`config.mk`:
```
export PLATFORM = sky130hd
export DESIGN_NAME = seq_fsm_param_flat
export DESIGN_NICKNAME = d
export VERILOG_FILES = /design/src/rtl/seq_fsm_pkg.sv /design/src/rtl/seq_fsm_param_if.sv /design/src/rtl/seq_fsm_param_wait_timer.sv /design/src/rtl/seq_fsm_param.sv /design/src/flat_wrapper.sv
export SDC_FILE = /design/constraint.sdc
export NUM_CORES = 1
export LEC_CHECK = 0
export ABC_AREA = 1
export CORE_AREA = 2 2 39 41
export DETAILED_ROUTE_END_ITERATION = 8
export DIE_AREA = 0 0 41 43
export GPL_ROUTABILITY_DRIVEN = 0
export HOLD_SLACK_MARGIN = 0.02
export PLACE_DENSITY = 0.54
export SLEW_MARGIN = 25
export SYNTH_ARGS = -nofsm -noshare
export SYNTH_HDL_FRONTEND = slang
export SYNTH_SLANG_ARGS = --single-unit
```
`constraint.sdc`:
```
create_clock -name clk -period 1.3 [get_ports clk]
set_clock_uncertainty 0.15 [all_clocks]
set_input_delay 0.26 -clock clk [delete_from_list [all_inputs] [get_ports clk]]
set_output_delay 0.26 -clock clk [all_outputs]
set_load 0.02 [all_outputs]
```
`src/rtl/seq_fsm_pkg.sv`:
```
// -----------------------------------------------------------------------------
// seq_fsm_pkg
// Shared definitions for the parametrised Moore sequencer:
//   SEQ_IDLE      state encoding of IDLE (step k is encoded as k)
//   seq_exit_e    kind of return to IDLE, which selects the done/timeout pulse
//   seq_state_w   width of the binary state for a given number of steps
//   seq_step_pat  extracts one step pattern from the flattened pattern vector
// -----------------------------------------------------------------------------
package seq_fsm_pkg;

  localparam int SEQ_IDLE       = 0;
  localparam int SEQ_MAX_OUT_W  = 32;
  localparam int SEQ_MAX_FLAT_W = 15 * SEQ_MAX_OUT_W;

  typedef enum logic [1:0] {
    SEQ_EXIT_NONE,
    SEQ_EXIT_DONE,
    SEQ_EXIT_TIMEOUT
  } seq_exit_e;

  // IDLE plus n steps need n+1 binary codes.
  function automatic int seq_state_w(input int n);
    return $clog2(n + 1);
  endfunction

  // Returns the pattern of step k (1-based) in the low bits; bits above out_w
  // belong to the following step, so the caller slices [out_w-1:0].
  function automatic logic [SEQ_MAX_OUT_W-1:0] seq_step_pat(
    input logic [SEQ_MAX_FLAT_W-1:0] flat,
    input int                        out_w,
    input int                        k
  );
    logic [SEQ_MAX_FLAT_W-1:0] shifted;
    shifted = flat >> ((k - 1) * out_w);
    return shifted[SEQ_MAX_OUT_W-1:0];
  endfunction

endpackage

```
`src/rtl/seq_fsm_param_if.sv`:
```
// -----------------------------------------------------------------------------
// seq_fsm_param_if
// Control/status bundle of the sequencer.
//   master: drives start, skip, wait_req, abort, timeout_max; reads status
//   slave : the sequencer itself
// Status: zot (step pattern), step_idx (0 = IDLE), busy, done, timeout.
// SW must equal seq_state_w(NUM_STEPS) of the attached sequencer.
// -----------------------------------------------------------------------------
interface seq_fsm_param_if #(
  parameter int OUT_W  = 3,
  parameter int SW     = 2,
  parameter int WAIT_W = 4
);
  logic              start;
  logic              skip;
  logic              wait_req;
  logic              abort;
  logic [WAIT_W-1:0] timeout_max;
  logic [OUT_W-1:0]  zot;
  logic [SW-1:0]     step_idx;
  logic              busy;
  logic              done;
  logic              timeout;

  modport master (
    output start, skip, wait_req, abort, timeout_max,
    input  zot, step_idx, busy, done, timeout
  );

  modport slave (
    input  start, skip, wait_req, abort, timeout_max,
    output zot, step_idx, busy, done, timeout
  );
endinterface

```
`src/rtl/seq_fsm_param_wait_timer.sv`:
```
// -----------------------------------------------------------------------------
// seq_wait_timer
// Hold counter for the last sequencer step.
//   clk, rst_n : clock, asynchronous active-low reset
//   clr        : reset the count to zero (wins over inc)
//   inc        : count one held cycle
//   limit      : hold limit
//   expired    : count has reached limit (combinational compare)
// -----------------------------------------------------------------------------
module seq_wait_timer #(
  parameter int WAIT_W = 4
) (
  input  logic              clk,
  input  logic              rst_n,
  input  logic              clr,
  input  logic              inc,
  input  logic [WAIT_W-1:0] limit,
  output logic              expired
);

  logic [WAIT_W-1:0] cnt;

  always_ff @(posedge clk or negedge rst_n) begin
    if (!rst_n) begin
      cnt <= '0;
    end else if (clr) begin
      cnt <= '0;
    end else if (inc) begin
      cnt <= cnt + WAIT_W'(1);
    end
  end

  assign expired = (cnt == limit);

endmodule

```
`src/rtl/seq_fsm_param.sv`:
```
// -----------------------------------------------------------------------------
// seq_fsm_param
// Parametrised Moore sequencer: IDLE plus NUM_STEPS steps, each driving a
// programmable pattern on zot. Binary encoding, IDLE = 0, step k = k.
//   clk, rst_n : clock, asynchronous active-low reset
//   bus        : seq_fsm_param_if.slave (start/skip/wait_req/abort/timeout_max
//                in; zot/step_idx/busy/done/timeout out)
// Optional feature: define SEQ_TIMEOUT_EN to bound the last-step hold by
// timeout_max (timeout pulse on expiry). Without it the hold is unbounded,
// timeout_max is ignored and timeout stays 0.
// -----------------------------------------------------------------------------
module seq_fsm_param
  import seq_fsm_pkg::*;
#(
  parameter int                         NUM_STEPS = 3,
  parameter int                         OUT_W     = 3,
  parameter logic [NUM_STEPS*OUT_W-1:0] STEP_OUT  = 9'b001_111_101,
  parameter logic [OUT_W-1:0]           IDLE_OUT  = '0,
  parameter int                         SKIP_STEP = 2,
  parameter int                         WAIT_W    = 4
) (
  input logic           clk,
  input logic           rst_n,
  seq_fsm_param_if.slave bus
);

  localparam int            SW      = seq_state_w(NUM_STEPS);
  localparam int            NUM_ENC = 1 << SW;
  localparam logic [SW-1:0] IDLE_S  = SW'(SEQ_IDLE);
  localparam logic [SW-1:0] FIRST_S = SW'(1);
  localparam logic [SW-1:0] LAST_S  = SW'(NUM_STEPS);
  localparam logic [SW-1:0] SKIP_S  = SW'(SKIP_STEP);

  // Pattern per encoding; unused encodings map to IDLE_OUT.
  logic [OUT_W-1:0] pat_tbl [NUM_ENC];

  for (genvar g = 0; g < NUM_ENC; g++) begin : g_pat
    if (g >= 1 && g <= NUM_STEPS) begin : g_step
      localparam logic [SEQ_MAX_OUT_W-1:0] PAT =
        seq_step_pat(SEQ_MAX_FLAT_W'(STEP_OUT), OUT_W, g);
      assign pat_tbl[g] = PAT[OUT_W-1:0];
    end else begin : g_idle
      assign pat_tbl[g] = IDLE_OUT;
    end
  end

  logic [SW-1:0]    state, state_nxt;
  seq_exit_e        exit_kind;
  logic             timer_clr, timer_inc, timer_expired;
  logic [OUT_W-1:0] zot_q;
  logic             busy_q, done_q, timeout_q;

  // NOTE: every output of this block gets a default first, so no path can
  // leave one unassigned and infer a latch.
  always_comb begin
    state_nxt = state;
    exit_kind = SEQ_EXIT_NONE;
    timer_inc = 1'b0;

    if (state == IDLE_S) begin
      // abort in IDLE masks start.
      if (bus.start && !bus.abort) state_nxt = FIRST_S;
    end else if (state > LAST_S) begin
      state_nxt = IDLE_S;                    // unused encoding: silent recovery
    end else if (bus.abort) begin
      state_nxt = IDLE_S;
    end else if (state != LAST_S) begin
      if (state == SKIP_S && bus.skip) begin
        state_nxt = IDLE_S;
        exit_kind = SEQ_EXIT_DONE;
      end else begin
        state_nxt = state + FIRST_S;
      end
    end else if (!bus.wait_req) begin
      state_nxt = IDLE_S;
      exit_kind = SEQ_EXIT_DONE;
    end else if (timer_expired) begin
      state_nxt = IDLE_S;
      exit_kind = SEQ_EXIT_TIMEOUT;
    end else begin
      timer_inc = 1'b1;
    end

    // Count starts from zero on every entry into the last step.
    timer_clr = (state_nxt == LAST_S) && (state != LAST_S);
  end

  // All outputs are registered from the next state, so they move on the same
  // edge as the state register.
  // NOTE: sequential state uses non-blocking assignments so every register
  // samples pre-edge values regardless of statement order.
  always_ff @(posedge clk or negedge rst_n) begin
    if (!rst_n) begin
      state     <= IDLE_S;
      zot_q     <= IDLE_OUT;
      busy_q    <= 1'b0;
      done_q    <= 1'b0;
      timeout_q <= 1'b0;
    end else begin
      state     <= state_nxt;
      zot_q     <= pat_tbl[state_nxt];
      busy_q    <= (state_nxt != IDLE_S);
      done_q    <= (exit_kind == SEQ_EXIT_DONE);
      timeout_q <= (exit_kind == SEQ_EXIT_TIMEOUT);
    end
  end

`ifdef SEQ_TIMEOUT_EN
  seq_wait_timer #(.WAIT_W(WAIT_W)) u_wait_timer (
    .clk     (clk),
    .rst_n   (rst_n),
    .clr     (timer_clr),
    .inc     (timer_inc),
    .limit   (bus.timeout_max),
    .expired (timer_expired)
  );
`else
  // No counter: the last step holds for as long as wait_req stays high.
  logic [WAIT_W-1:0] unused_timeout_max;
  logic              unused_timer_ctl;
  assign timer_expired      = 1'b0;
  assign unused_timeout_max = bus.timeout_max;
  assign unused_timer_ctl   = timer_clr ^ timer_inc;
`endif

  assign bus.zot      = zot_q;
  assign bus.step_idx = state;
  assign bus.busy     = busy_q;
  assign bus.done     = done_q;
  assign bus.timeout  = timeout_q;

endmodule

```
`src/flat_wrapper.sv`:
```
// flat-port wrapper written by rule: the top's interface ports become plain ports
module seq_fsm_param_flat import seq_fsm_pkg::*;
#(
  parameter int                         NUM_STEPS = 3,
  parameter int                         OUT_W     = 3,
  parameter logic [NUM_STEPS*OUT_W-1:0] STEP_OUT  = 9'b001_111_101,
  parameter logic [OUT_W-1:0]           IDLE_OUT  = '0,
  parameter int                         SKIP_STEP = 2,
  parameter int                         WAIT_W    = 4
)
  (clk, rst_n, bus_start, bus_skip, bus_wait_req, bus_abort, bus_timeout_max, bus_zot, bus_step_idx, bus_busy, bus_done, bus_timeout);
  seq_fsm_param_if #(.OUT_W(OUT_W), .SW(2), .WAIT_W(WAIT_W)) bus_i ();
  input logic clk;
  input logic rst_n;
  input wire logic [$bits(bus_i.start)-1:0] bus_start;
  input wire logic [$bits(bus_i.skip)-1:0] bus_skip;
  input wire logic [$bits(bus_i.wait_req)-1:0] bus_wait_req;
  input wire logic [$bits(bus_i.abort)-1:0] bus_abort;
  input wire logic [$bits(bus_i.timeout_max)-1:0] bus_timeout_max;
  output wire logic [$bits(bus_i.zot)-1:0] bus_zot;
  output wire logic [$bits(bus_i.step_idx)-1:0] bus_step_idx;
  output wire logic [$bits(bus_i.busy)-1:0] bus_busy;
  output wire logic [$bits(bus_i.done)-1:0] bus_done;
  output wire logic [$bits(bus_i.timeout)-1:0] bus_timeout;
  assign bus_i.start = bus_start;
  assign bus_i.skip = bus_skip;
  assign bus_i.wait_req = bus_wait_req;
  assign bus_i.abort = bus_abort;
  assign bus_i.timeout_max = bus_timeout_max;
  assign bus_zot = bus_i.zot;
  assign bus_step_idx = bus_i.step_idx;
  assign bus_busy = bus_i.busy;
  assign bus_done = bus_i.done;
  assign bus_timeout = bus_i.timeout;
  seq_fsm_param #(.NUM_STEPS(NUM_STEPS), .OUT_W(OUT_W), .STEP_OUT(STEP_OUT), .IDLE_OUT(IDLE_OUT), .SKIP_STEP(SKIP_STEP), .WAIT_W(WAIT_W)) u_core (.clk(clk), .rst_n(rst_n), .bus(bus_i));
endmodule
```
# Yosys cells after proc, flatten, opt, wreduce, memory -nomap -nowiden
# Cells that the tools add are included.
[totals] regBits=8 latch_bits=0 ramBits=0 rom_bits=0 input_bits=10 output_inout_bits=8 word_cells=34 memories=0
[op_classes] addsub=1 multipliers=0 div_mod_pow=0 n_lt_le_gt_ge=2 n_eq_ne=4 shifts=0 n_mux=16 bitwise=1 n_reduce_logical=5
[ops] operator="$mux W2" count=11
[ops] operator="$bmux W3 S2" count=1
[ops] operator="$mux W3" count=2
[ops] operator="$eq A2 B2 Y1 const B" count=2
[ops] operator="$ge A3 B3 Y1 const B" count=1
[ops] operator="$not A2 Y3" count=1
[ops] operator="$add A2 B1 Y2 const B" count=1
[ops] operator="$eq A2 B1 Y1 const B" count=1
[ops] operator="$gt A2 B2 Y1 const B" count=1
[ops] operator="$logic_and A1 B1 Y1" count=2
[ops] operator="$logic_not A2 Y1" count=1
[ops] operator="$mux W1" count=2
[ops] operator="$ne A2 B2 Y1 const B" count=1
[ops] operator="$reduce_bool A2 Y1" count=1
[ops] operator="$logic_not A1 Y1" count=1

# Logic depth before layout (Yosys ltp)
[logic_depth] word_depth=11 depth_mapped=6 depth_no_buf=6

# Worst setup path before layout
# Ideal clock, no wire load.
[synth_path] path_type="flip-flop to flip-flop" start="reg u_core.state[0], in the netlist u_core.bus.step_idx[0]" end="reg u_core.zot_q[2], in the netlist u_core.bus.zot[2]" setup_time_ps=126 arrival_time_ps=1076 t_required_ps=1024 path_slack_ps=-52 path_stages_with_launch=5 path_buffers=0 period_less_slack_ps=1352 cell_sequence="dfrtp_1 > inv_1 > nand3_2 > nand3_1 > ha_1"
[synth_via] elab_chain_cells=11 word_cells_on_any_way=17 classes_between="add/sub: 1; order compare: 1; eq/ne: 2; mux: 10; bitwise: 1; reduce/logical: 2"
[synth_lines] element="from (decl)" line_no="seq_fsm_param.sv:47" source="logic [SW-1:0] state, state_nxt;"
[synth_lines] element="from (signal assigned)" line_no="seq_fsm_param.sv:100" source="state <= state_nxt;"
[synth_lines] element="parallel branches: the longest is 6 deep, another holds $add A2 B1 Y2"
[synth_lines] element="$mux W2 (*)" line_no="seq_fsm_param.sv:60" source="if (state == IDLE_S) begin"
[synth_lines] element="$not A2 Y3 (implied by the code) (*)" line_no="seq_fsm_param.sv:101" source="zot_q <= pat_tbl[state_nxt];"
[synth_lines] element="$bmux W3 S2 (*)" line_no="seq_fsm_param.sv:101"
[synth_lines] element="$mux W3 (implied by the code) (*) (2 in series)" line_no="seq_fsm_param.sv:101"
[synth_lines] element="to (signal assigned)" line_no="seq_fsm_param.sv:101"
[synth_lines] element="to (decl)" line_no="seq_fsm_param.sv:50" source="logic [OUT_W-1:0] zot_q;"
# Every way passes the cells marked *. The select of a mux whose other input is x is not followed.

# Worst setup path in the final report
[layout_path] start="in bus_start" end="reg u_core.zot_q[2], in the netlist u_core.bus.zot[2]"
[layout_via] elab_chain_cells=7
[layout_lines] element="from (decl)" line_no="flat_wrapper.sv:15" source="input wire logic [$bits(bus_i.start)-1:0] bus_start;"
[layout_lines] element="$logic_and A1 B1 Y1" line_no="seq_fsm_param.sv:62" source="if (bus.start && !bus.abort) state_nxt = FIRST_S;"
[layout_lines] element="$mux W2" line_no="seq_fsm_param.sv:62"
[layout_lines] element="$mux W2" line_no="seq_fsm_param.sv:60"
[layout_lines] element="$not A2 Y3 (implied by the code)" line_no="seq_fsm_param.sv:101"
[layout_lines] element="$bmux W3 S2" line_no="seq_fsm_param.sv:101"
[layout_lines] element="$mux W3 (implied by the code) (2 in series)" line_no="seq_fsm_param.sv:101"
# Every way passes these cells. The select of a mux whose other input is x is not followed.

==> reports/metrics.cfg <==
[clock_network]
clk_transition_reported_paths_ns=0.05
clkLatencyLatePin_ns=0.24
cts_setup_buffers=0
cts_root_buf=clkbuf_4
tritoncts=yes
holdBufCountCts=0
cts_max_path_buffers=2
cts-buffers-inserted=3
h-tree-depth=1
cts_num_sinks=6

[final_layout]
diodes=0
fin_area_sq_um=485
fin_nets=67
fill_cells=153
most-common-layout-cells=7 x nand2_1, 5 x inv_1
final_common_cell=nand2_1
area_growth_syn_to_layout_pct=63.7
drive_gt1_share_pct=46.3
fin_util_pct=35.1

[drt]
wl_per_cell_um=9.20
antenna_left=0
dr.pass1.iters=2
drt_iter0_markers=3
vias=279
finalWirelength_um=644
drc_errors=0
vias_per_cell=3.99

[power_and_ir_drop]
power_density_nw_per_um2=1180
peakVddDrop_mv=0.590
p_leak_nw=0.268

[floorplanning]
rows=14
die_w_um=41
core-area_sq_um=1380
die-height_um=43
start_util_pct=21.4
pin_count=18
die-area_sq_um=1760

[sta]
setup_ws_ns=-0.0103
finalHoldViolCount=0
fmax_ghz=0.763
finalSetupViolCount=1
tns_ns=-0.0103
fin_crit_sh_pct=101
holdWs_ns=0.107
drv_slew=0
rsz0062_at_grt=yes
period_minus_slack_ns=1.31

[yosys]
synth_nets=46
synth_cell_type_count=11
yosys.area.top_type=dfrtp_1
yosysWarnings=0
avgSynthCellArea_sq_um=8.72
synth_top_area_share_pct=50.6
ys_top_cells_by_area=dfrtp_1 51%, inv_1 8.9%, nand2_1 8.9%, ha_1 8.4%, nand3_1 5.1%
yosys_register_bits=6
seq_area_frac_synth_pct=50.6
netlist_instances=34
syn_area_sq_um=297

[hold_path]
min_path_type=in -> async

[setup_path]
crit_required_ns=1.27
crit_fanout=2
r2r-start=u_core.bus.step_idx[0]$_DFF_PN0_
crit_path_start=bus_start
critPathKind=in -> reg
arrival_ns=1.28
worstSetupStartpointType=input port
end_kind=flip-flop

[run]
maxCapViolations=0

[place]
dpl_worst_slack_ns=-0.289
dpl_cell_area_sq_um=469
dp_hpwl_um=480
numPortBuffers=12

[global_route]
grt_start_max_net_pins=7
grt_pass1_vias=279
grt_usage_pct=10.2
antenna_found_initial=0
grt-ovfl-total=0
grt_pass1_wl_mm=1.09

[outcome]
violations=negative setup slack
status=finished, violations left

-- logic make-up (layout without fill, tap and decap cells) --
| kind of cell | Yosys count | after routing | synth area share (%) |
|---|---|---|---|
| flops | 6 | 6 | 50.6 |
| fa+ha+maj | 2 | 2 | 8.44 |
| other cells | 1 | 1 | 1.26 |
| simple gates | 13 | 13 | 19.8 |
| buf+inv | 9 | 29 | 13.9 |
| compound gates | 3 | 3 | 5.91 |
-- cells in the mapped netlist --
library cell	count
ha_1	2
inv_1	7
a21oi_1	2
dfrtp_1	6
buf_4	2
o21bai_1	1
nand3_1	3
nand2_1	7
conb_1	1
nor2_1	2
nand3_2	1
-- metal layers --
layer	global-route usage, %	part of all wire, %
met1	9.15	38
met2	16.3	54
met3	9.42	8.2
met4	2.00	0
met5	0	0
-- where the power goes --
part	internal, mW	switching (mW)
Clock	0.116	0.0657
Combinational	0.0719	0.0955
Sequential	0.210	0.0128
Total	0.398	0.174
-- what timing repair did --
| item | 4_1_cts | 5_1_grt |
|---|---|---|
| endpoints found under the hold margin | 0 | 0 |
| gates resized for setup | 26 | 7 |
| pin swaps | 4 | 0 |
| endpoints found under the setup margin | 9 | 7 |
-- state kept, by name, summed over array words and instances, names as in the netlist --
name,flops
u_core.bus.zot,3
u_core.bus.step_idx,2
u_core.bus.done,1
-- worst max-delay path, cell delays in order --
cell and delay [ns]:
clkdlybuf4s50_1 0.45, inv_1 0.05, o21bai_1 0.15, nand3_2 0.09, ha_1 0.28
-- per-stage QoR --
| stage | power (mW) | std cells |
|---|---|---|
| 6_report | 0.572 | 70 |
| 5_1_grt | 0.628 | 70 |
| 4_1_cts | 0.592 | 70 |
| 3_5_place_dp | 0.407 | 66 |
| 3_3_place_gp | 0.406 | 66 |
| 2_1_floorplan | 0.313 | 34 |
-- final timing paths --
| kind | cells past startpoint | to | slack [ns] |
|---|---|---|---|
| setup / recovery | 5 | u_core.bus.zot[2]$_DFF_PN0_ | -0.01 |
| hold / removal | 1 | u_core.bus.zot[2]$_DFF_PN0_ | 0.11 |
| setup reg to reg | 4 | u_core.bus.zot[2]$_DFF_PN0_ | 0.01 |
| hold reg to reg | 4 | u_core.bus.step_idx[0]$_DFF_PN0_ | 0.55 |
| max in group asynchronous | 1 | u_core.bus.step_idx[0]$_DFF_PN0_ | 0.66 |
| min in group clk | 5 | u_core.bus.step_idx[0]$_DFF_PN0_ | 0.35 |
-- cell type report --
class	instances	area, sq um	share of cell area [%]
Clock buffer	4	26.3	5.41
Inverter	7	26.3	5.41
Multi-Input combinational cell	19	124	25.5
Sequential cell	6	153	31.4
Tap cell	16	20.0	4.12
Timing Repair Buffer	18	136	28.1
No activity file was read; power rests on OpenSTA's default activity.
